==> config.mk <==
export PLATFORM = sky130hd
export DESIGN_NAME = alu_pipe_ctrl
export DESIGN_NICKNAME = d
export VERILOG_FILES = /design/src/rtl/alu_pkg.sv /design/src/rtl/alu_seq_divider.sv /design/src/rtl/alu_pipe_ctrl.sv
export SDC_FILE = /design/constraint.sdc
export NUM_CORES = 1
export LEC_CHECK = 0
export CORE_ASPECT_RATIO = 0.6
export CORE_UTILIZATION = 55
export CTS_CLUSTER_DIAMETER = 60
export CTS_CLUSTER_SIZE = 16
export DETAILED_ROUTE_END_ITERATION = 8
export GPL_TIMING_DRIVEN = 1
export PLACE_DENSITY = 0.78
export SLEW_MARGIN = 25
export SYNTH_ARGS = -nofsm -noshare
export SYNTH_HDL_FRONTEND = slang
export SYNTH_SLANG_ARGS = --single-unit
==> constraint.sdc <==
create_clock -name clk -period 2.5 [get_ports clk]
set_input_delay 0.5 -clock clk [delete_from_list [all_inputs] [get_ports clk]]
set_output_delay 0.5 -clock clk [all_outputs]
set_load 0.01 [all_outputs]
==> src/rtl/alu_pkg.sv <==
// Shared definitions for the handshaked ALU: opcodes, FSM states and result width.
package alu_pkg;
  localparam logic [2:0] OP_AND = 3'b000;
  localparam logic [2:0] OP_XOR = 3'b001;
  localparam logic [2:0] OP_ADD = 3'b010;
  localparam logic [2:0] OP_MUL = 3'b011;
  localparam logic [2:0] OP_SUB = 3'b100;
  localparam logic [2:0] OP_DIV = 3'b101;
  localparam logic [2:0] OP_OR  = 3'b110;
  localparam logic [2:0] OP_ILL = 3'b111;

  typedef enum logic [1:0] {ST_IDLE, ST_DIV, ST_DONE} state_e;

  function automatic int RES_W(input int w);
    return 2 * w;
  endfunction
endpackage

==> src/rtl/alu_seq_divider.sv <==
// Restoring divider resolving DIV_UNROLL quotient bits per cycle.
// last_o marks the cycle whose clock edge writes the final quotient/remainder.
module alu_seq_divider #(
  parameter int WIDTH      = 4,
  parameter int DIV_UNROLL = 1
) (
  input  logic             clk,
  input  logic             rst,
  input  logic             start_i,
  input  logic [WIDTH-1:0] a_i,
  input  logic [WIDTH-1:0] b_i,
  output logic             last_o,
  output logic [WIDTH-1:0] quo_o,
  output logic [WIDTH-1:0] rem_o
);
  localparam int STEPS = WIDTH / DIV_UNROLL;
  localparam int CW    = $clog2(STEPS + 1);

  logic             run_q;
  logic [CW-1:0]    cnt_q;
  logic [WIDTH-1:0] q_q, r_q, b_q, q_d, r_d;
  logic [WIDTH:0]   trial;

  // Dividend bits shift out of the top of q while quotient bits enter at the bottom.
  always_comb begin
    q_d   = q_q;
    r_d   = r_q;
    trial = '0;
    for (int i = 0; i < DIV_UNROLL; i++) begin
      trial = {r_d, q_d[WIDTH-1]};
      q_d   = q_d << 1;
      if (trial >= {1'b0, b_q}) begin
        trial  = trial - {1'b0, b_q};
        q_d[0] = 1'b1;
      end
      r_d = trial[WIDTH-1:0];
    end
  end

  assign last_o = run_q && (cnt_q == CW'(STEPS - 1));
  assign quo_o  = q_q;
  assign rem_o  = r_q;

  always_ff @(posedge clk or posedge rst) begin
    if (rst) begin
      run_q <= 1'b0;
      cnt_q <= '0;
      q_q   <= '0;
      r_q   <= '0;
      b_q   <= '0;
    end else if (start_i) begin
      run_q <= 1'b1;
      cnt_q <= '0;
      q_q   <= a_i;
      r_q   <= '0;
      b_q   <= b_i;
    end else if (run_q) begin
      q_q   <= q_d;
      r_q   <= r_d;
      cnt_q <= cnt_q + 1'b1;
      if (last_o) run_q <= 1'b0;
    end
  end
endmodule

==> src/rtl/alu_pipe_ctrl.sv <==
// Registered valid/ready ALU: single-cycle op mux, iterative divider, output register
// that holds its contents under back-pressure.
module alu_pipe_ctrl
  import alu_pkg::*;
#(
  parameter int WIDTH      = 4,
  parameter int DIV_UNROLL = 1
) (
  input  logic                    clk,
  input  logic                    rst,
  input  logic                    in_valid,
  output logic                    in_ready,
  input  logic [WIDTH-1:0]        A,
  input  logic [WIDTH-1:0]        B,
  input  logic                    Cin,
  input  logic                    full_adder,
  input  logic                    red_A,
  input  logic                    red_B,
  input  logic                    bypass_A,
  input  logic                    bypass_B,
  input  logic [2:0]              opcode,
  output logic                    out_valid,
  input  logic                    out_ready,
  output logic [RES_W(WIDTH)-1:0] out,
  output logic                    odd_parity,
  output logic                    invalid,
  output logic                    busy
);
  localparam int RW = RES_W(WIDTH);

  state_e          state_q;
  logic [RW-1:0]   out_q, mux_res, div_res;
  logic            par_q, inv_q, vld_q, div_inv_q;
  logic            mux_par, mux_inv, arith;
  logic            accept, div_go, div_last, out_free;
  logic [WIDTH:0]  sum;
  logic [WIDTH-1:0] quo, rem;

  assign out_free = !vld_q || out_ready;
  assign in_ready = (state_q == ST_IDLE) && out_free;
  assign accept   = in_valid && in_ready;
  assign div_go   = accept && !bypass_A && !bypass_B && (opcode == OP_DIV) && (B != '0);
  assign sum      = {1'b0, A} + {1'b0, B} + {{WIDTH{1'b0}}, full_adder & Cin};
  assign div_res  = {rem, quo};

  always_comb begin
    mux_res = '0;
    mux_inv = 1'b0;
    arith   = 1'b0;
    if (bypass_A)      mux_res = RW'(A);
    else if (bypass_B) mux_res = RW'(B);
    else begin
      case (opcode)
        OP_AND: mux_res = red_A ? RW'(&A) : red_B ? RW'(&B) : RW'(A & B);
        OP_XOR: mux_res = red_A ? RW'(^A) : red_B ? RW'(^B) : RW'(A ^ B);
        OP_OR:  mux_res = red_A ? RW'(|A) : red_B ? RW'(|B) : RW'(A | B);
        OP_ADD: begin mux_res = RW'(sum);           arith = 1'b1; mux_inv = red_A | red_B; end
        OP_MUL: begin mux_res = RW'(A) * RW'(B);    arith = 1'b1; mux_inv = red_A | red_B; end
        OP_SUB: begin
          mux_res = (A >= B) ? RW'(A - B) : RW'(B - A);
          arith   = 1'b1;
          mux_inv = red_A | red_B;
        end
        // Only reached for B==0; nonzero divisors go through the divider.
        OP_DIV: begin mux_res = RW'(A);             arith = 1'b1; mux_inv = 1'b1; end
        default: mux_inv = 1'b1;
      endcase
    end
    mux_par = arith & ~^mux_res;
  end

  alu_seq_divider #(.WIDTH(WIDTH), .DIV_UNROLL(DIV_UNROLL)) u_div (
    .clk     (clk),
    .rst     (rst),
    .start_i (div_go),
    .a_i     (A),
    .b_i     (B),
    .last_o  (div_last),
    .quo_o   (quo),
    .rem_o   (rem)
  );

  always_ff @(posedge clk or posedge rst) begin
    if (rst) begin
      state_q   <= ST_IDLE;
      out_q     <= '0;
      par_q     <= 1'b0;
      inv_q     <= 1'b0;
      vld_q     <= 1'b0;
      div_inv_q <= 1'b0;
    end else begin
      case (state_q)
        ST_IDLE: if (div_go) begin
          state_q   <= ST_DIV;
          div_inv_q <= red_A | red_B;
        end
        ST_DIV:  if (div_last) state_q <= ST_DONE;
        ST_DONE: if (out_free) state_q <= ST_IDLE;
        default: state_q <= ST_IDLE;
      endcase

      if (state_q == ST_DONE && out_free) begin
        out_q <= div_res;
        par_q <= ~^div_res;
        inv_q <= div_inv_q;
        vld_q <= 1'b1;
      end else if (accept && !div_go) begin
        out_q <= mux_res;
        par_q <= mux_par;
        inv_q <= mux_inv;
        vld_q <= 1'b1;
      end else if (out_ready) begin
        vld_q <= 1'b0;
      end
    end
  end

  assign out        = out_q;
  assign odd_parity = par_q;
  assign invalid    = inv_q;
  assign out_valid  = vld_q;
  assign busy       = (state_q == ST_DIV);
endmodule

# Word-level counts from Yosys, hierarchy flattened
# Index checks and enable logic that the tools add are counted.
[word_totals]
in_bits = 21
register_bits = 30
output_inout_bits = 13
wordCells = 111
[op_classes]
bitwise_logic = 6
addsub = 6
mul = 1
n_eq_ne = 12
mux = 40
magnitude_cmp = 2
reduce_logical = 33
[ops]
columns = ["op", "n"]
rows = [
  ["$pmux 8 s7", 1],
  ["$mux 4", 11],
  ["$mux 8", 5],
  ["$mux 1", 16],
  ["$reduce_xnor 8->1", 2],
  ["$reduce_or 4->1", 3],
  ["$sub 4x4->5", 2],
  ["$eq 3x2->1 const B", 3],
  ["$eq 3x3->1 const B", 3],
  ["$logic_and 1x1->1", 9],
  ["$mul 4x4->8", 1],
  ["$reduce_and 4->1", 2],
  ["$reduce_xor 4->1", 2],
  ["$mux 2", 3],
  ["$mux 3", 2],
  ["$pmux 2 s3", 1],
  ["$reduce_or 3->1", 2],
  ["$add 4x4->5", 1],
  ["$add 5x1->5", 1],
  ["$ge 5x4->1", 1],
  ["$and 4x4->4", 1],
  ["$ge 4x4->1", 1],
  ["$logic_not 1->1", 4],
  ["$ne 2x2->1 const B", 2],
  ["19 further kinds", 21],
]

# Longest topological paths before layout
[logic_depth]
ltp_word = 12
mapped_depth = 16
depth_no_buf = 16

# Hierarchy
# A second synthesis with hierarchy kept.
[hier_totals]
cells_unflattened = 390
hier_area_um2 = 3455.8
[modules_own_cells]
columns = ["mod", "area_per_inst_um2", "n_inst", "cells_per_inst", "seq_area_each_um2"]
rows = [
  ["alu_pipe_ctrl", 2486.1, 1, 295, 350.3],
  ["alu_seq_divider", 969.7, 1, 95, 400.4],
]

# Least setup slack after synthesis
# OpenSTA, ideal clock, no wires.
[synth_path]
kind = "input-to-reg"
start = "input port A[0]"
end = "register par_q (netlist: odd_parity)"
arrival_ps = 3531
slack_ps = -1117
cell_stages = 15
setup_ps = 86
required_ps = 2414
n_path_buf = 0
path_cell_list = "nand2_1 -> fa_1 -> inv_1 -> fa_1 -> inv_1 -> fa_1 -> inv_1 -> a21o_1 -> a21oi_1 -> xnor2_1 -> and3_1 -> mux2i_1 -> xor2_1 -> xnor3_1 -> o221ai_2"
[synth_via]
elab_chain_cells = 10
word_cells_on_any_way = 26
classes_between = "add/sub (4); mul (1); order compare (1); mux (12); bitwise (4); reduce/logical (4)"
[synth_rtl]
columns = ["element", "line_no", "source"]
rows = [
  ["start: declaration", "alu_pipe_ctrl.sv:13", "input logic [WIDTH-1:0] A,"],
  ["branches (longest 5 deep; another with $mul 4x4->8)", "-", ""],
  ["$mux 8 (*)", "alu_pipe_ctrl.sv:50", "if (bypass_A) mux_res = RW'(A);"],
  ["$reduce_xnor 8->1 (*)", "alu_pipe_ctrl.sv:69", "mux_par = arith & ~^mux_res;"],
  ["$and 1x1->1 (*)", "alu_pipe_ctrl.sv:69", ""],
  ["$mux 1 (*)", "alu_pipe_ctrl.sv:107", "end else if (accept && !div_go) begin"],
  ["$mux 1 (*)", "alu_pipe_ctrl.sv:102", "if (state_q == ST_DONE && out_free) begin"],
  ["end signal: assignment", "alu_pipe_ctrl.sv:104", "par_q <= ~^div_res;"],
  ["end signal: assignment", "alu_pipe_ctrl.sv:109", "par_q <= mux_par;"],
  ["end: declaration", "alu_pipe_ctrl.sv:33", "logic par_q, inv_q, vld_q, div_inv_q;"],
]
# Every way passes the cells marked *. The select of a mux whose other input is x is not followed.
# A chain may end at the register's enable or synchronous reset.

# Worst setup path in the final report
[layout_path]
start = "input port A[1]"
end = "register par_q (netlist: odd_parity)"
# The elaborated chain is that of the path after synthesis.

==> summary.md <==
| Metric | Value |
|---|---|
| Run status | complete, but fails checks |
| Failing checks | setup timing |
| Category of the worst setup path capture point | flip-flop |
| Max IR drop VDD | 0.7910 mV |
| Highest achievable clock rate | 0.2839 GHz |
| Cell count after placement | 566 |
| Initial Utilization | 57.28% |
| Post-layout net count | 577 |
| Post-Route WL | 13480 µm |
| Switching power share of the total | 44.61% |
| DRC violations left | 0 |
| I/O pin cnt | 34 |
| Cell area after synthesis | 0.003191 mm² |
| Number of antenna diodes | 0 |
| PwrDens | 666.5 mW/mm² |
| Number of buffer and inverter instances along the worst setup path | 3 |
| Avg Inst Size Synth | 8.418 µm² |
| Fraction of synthesis flops using an asynchronous set or reset pin | 100.0% |
| Category of cells accounting for the largest share of critical-path delay | adder cells |
| Total nets after synthesis | 451 |
| Post-route clock skew | 0.007232 ns |
| RSZ-0062 raised after global routing | yes |
| Number of vias per cell | 6.407 |
| Final hold violation count | 0 |
| Yosys top cell by area | dfrtp_1 |
| Via count of the first global-routing pass | 3385 |
| Number of enable flip-flop cells after synthesis | 0 |
| Req. time, crit path | 2.70 ns |
| Critical path launch point type | input port |
| Setup Slack @ Placement | -1.749 ns |
| Overall die width | 100.3 µm |
| Cts bufs inserted | 5 |
| Static leakage | 2.197 nW |
| Internal power | 1.746 mW |
| Final worst slack | -1.022 ns |
| Tightest Pin Transition | 0.7112 ns |
| Number of violations of the max-capacitance limit | 0 |
| Crit path max-delay cell type | fa_1 |
| Placed standard-cell area | 0.004290 mm² |
| Leading post-synthesis cells by cell area | dfrtp_1, ha_1, fa_1 |
| Number of distinct library cell variants in the gate-level netlist after synthesis | 57 |
| Total routing usage reported by global routing | 41.68% |
| Max Slew Vio Count | 0 |
| Portion of the clock cycle consumed by the worst path in the final layout | 140.9% |
| Sum Neg Setup Slack | -4.064 ns |
| Sinks on Clock Net | 30 |
| Switching power of the nets | 1.407 mW |
| Synth warnings | 0 |
| Number of endpoints failing setup at the final stage | 8 |
| Detailed Route Iter0 Violations | 480 |
| Proportion of layout cells with a drive suffix above 1 | 34.26% |
| Final min period | 3.522 ns |
| Max transition margin | 52.59% |
| Number of H-tree levels | 2 |
| Routed vias | 3748 |
| CTS tree | done |
| Total core area | 0.005570 mm² |
| Synthesized flop and latch total | 30 |
| Clock power share | 12.0% |
| RD Place Congestion | 0.9530 |
| CP cell instances | buf_2 -> nand2_2 -> fa_1 -> inv_2 -> fa_1 -> inv_2 -> fa_2 -> o21ai_1 -> o21ai_1 -> a211oi_2 -> a2111oi_4 -> xnor2_2 -> xnor3_1 -> o221ai_2 |
| Critical path data arrival time | 3.73 ns |
| Part of the Yosys area used for sequential elements | 23.53% |
| Average routed wire per standard cell | 23.04 µm |
| Largest buffer count on any clock path | 2 |
| Floorplan die height | 61.00 µm |
| Count of buffers inserted at the top-level ports | 33 |
| Number of antenna violations at the first check in global routing | 0 |
| Pin count of the biggest net entering global routing | 31 |
| Clock latency on the worst-skew pair | 0.29 ns |
| Remaining Overflow, GRT | 0 |
| Sequential share of power | 27.8% |
| Placed wire-length estimate | 9023 µm |
| Post-layout total power | 3.153 mW |
| Final core occ | 84.93% |
| Number of core rows | 21 |
| Worst hold margin | 0.4891 ns |
| Biggest cell delay along the critical path | 0.57 ns |
| Combinational fraction of design power | 60.2% |
| Worst min-delay path class | flip-flop to flip-flop |
| Post-route non-filler standard cell count | 585 |
| Crit Path Max Fanout | 2 |
| Die ar. | 0.006119 mm² |
| Post-Synthesis Cells | 379 |
| Antenna-violating nets left | 0 |
| Final non-filler cell area | 0.004731 mm² |
| Register clock-pin slew on the reported worst setup and hold paths | 0.06 ns |
| Primary FF master, synth | dfrtp_1 |
| Buffer cell driving the clock tree root | clkbuf_8 |
| Area added between synthesis and finish | 48.27% |
| Proportion of netlist area held by the largest area contributor | 23.53% |
| Category of the most critical setup path | input port to flip-flop |
| Number of iterations in the first detailed-routing pass | 7 |
| First-pass GRT wire length | 18290 µm |
-- layer usage --
metal / wire (µm) / GRT usage, % / part of all wire (%)
met1: 5330 / 56.17 / 40
met4: 603 / 9.938 / 4.5
met3: 2147 / 19.59 / 16
met2: 5397 / 60.76 / 40
met5: 0 / 0 / 0
-- power groups by stage --
stage	clock network [mW]	logic, mW	registers, mW
floorplan	0	0.976	0.804
global placement	0	1.53	0.838
detailed placement	0	1.60	0.851
CTS	0.362	1.69	0.847
global route	0.391	2.01	0.879
finish	0.379	1.90	0.876
-- layout make-up --
type                            count  area (µm²)
Timing Repair Buffer              131        1126
Sequential cell                    30       750.7
Fill cell                         318       839.6
Tap cell                           80       100.1
Clock inverter                      2       10.01
Multi-Input combinational cell    307        2554
Clock buffer                        5       68.82
Inverter                           30       121.4
-- worst min-delay path, delay by kind of cell, from the launching register on --
family / cells / cell delay (ns)
flip-flops: 1 / 0.35
AO/OA/AOI/OAI: 1 / 0.05
AND/OR/NAND/NOR: 1 / 0.05
-- final timing paths --
path                            depth (start not counted)  slack, ns              to          from
worst min-delay path                                    2       0.49       div_inv_q     div_inv_q
min in group asynchronous                               3       0.59      state_q[0]           rst
worst min register to register                          2       0.49       div_inv_q     div_inv_q
worst max register to register                         10       0.04  u_div.rem_o[2]  u_div.b_q[1]
max in group asynchronous                               3       1.62  u_div.rem_o[0]           rst
worst max-delay path                                   14      -1.02      odd_parity          A[1]
-- state kept, by name, indices dropped and copies added, names as in the netlist, 2 cells and up --
| register | flops |
|---|---|
| out | 8 |
| u_div.quo_o | 4 |
| state_q | 2 |
| u_div.cnt_q | 3 |
| u_div.rem_o | 4 |
| u_div.b_q | 4 |
-- placed cells by master, fill, tap and decap left out, drive strengths merged, types with 4 or more instances in the layout --
cell,instances
and3,5
fa,9
nor2b,7
nand2,38
xnor2,15
clkdlybuf4s50,23
o21ai,31
dfrtp,30
buf,104
xor2,5
a21oi,26
a31oi,4
inv,29
a21o,6
nand3,12
and2,4
mux2i,11
a211oi,6
nor2,37
clkbuf,5
ha,42
-- Yosys cell counts (3+ instances only) --
master    number
ha_1          42
nand2_1       38
nor2_1        37
o21ai_0       31
dfrtp_1       30
inv_1         30
a21oi_1       25
xnor2_1       14
nand3_1       12
mux2i_1       11
fa_1           9
nor2b_1        7
a211oi_1       6
clkbuf_1       6
a21o_1         5
buf_2          5
xor2_1         5
a31oi_1        4
and3_1         4
a22oi_1        3
and2_1         3
nand2b_1       3
nor3_1         3
or3_1          3
-- cells by family after synthesis --
logic type / synth area share (%)
multiplexers: 3.451
adder cells (fa/ha/maj): 22.12
buffers and inverters: 5.137
AND/OR/NAND/NOR: 18.35
XOR/XNOR: 6.431
AO/OA/AOI/OAI: 20.98
flip-flops: 23.53
-- what timing repair did --
item                                    in CTS  in global routing
pin swaps                                   22                 24
buffers inserted                            10                  7
endpoints found under the hold margin        0                  0
gates resized for setup                     82                 29
endpoints found under the setup margin      19                 12
hold buffers                                 0                  0
Power figures use the tool's default switching activity.
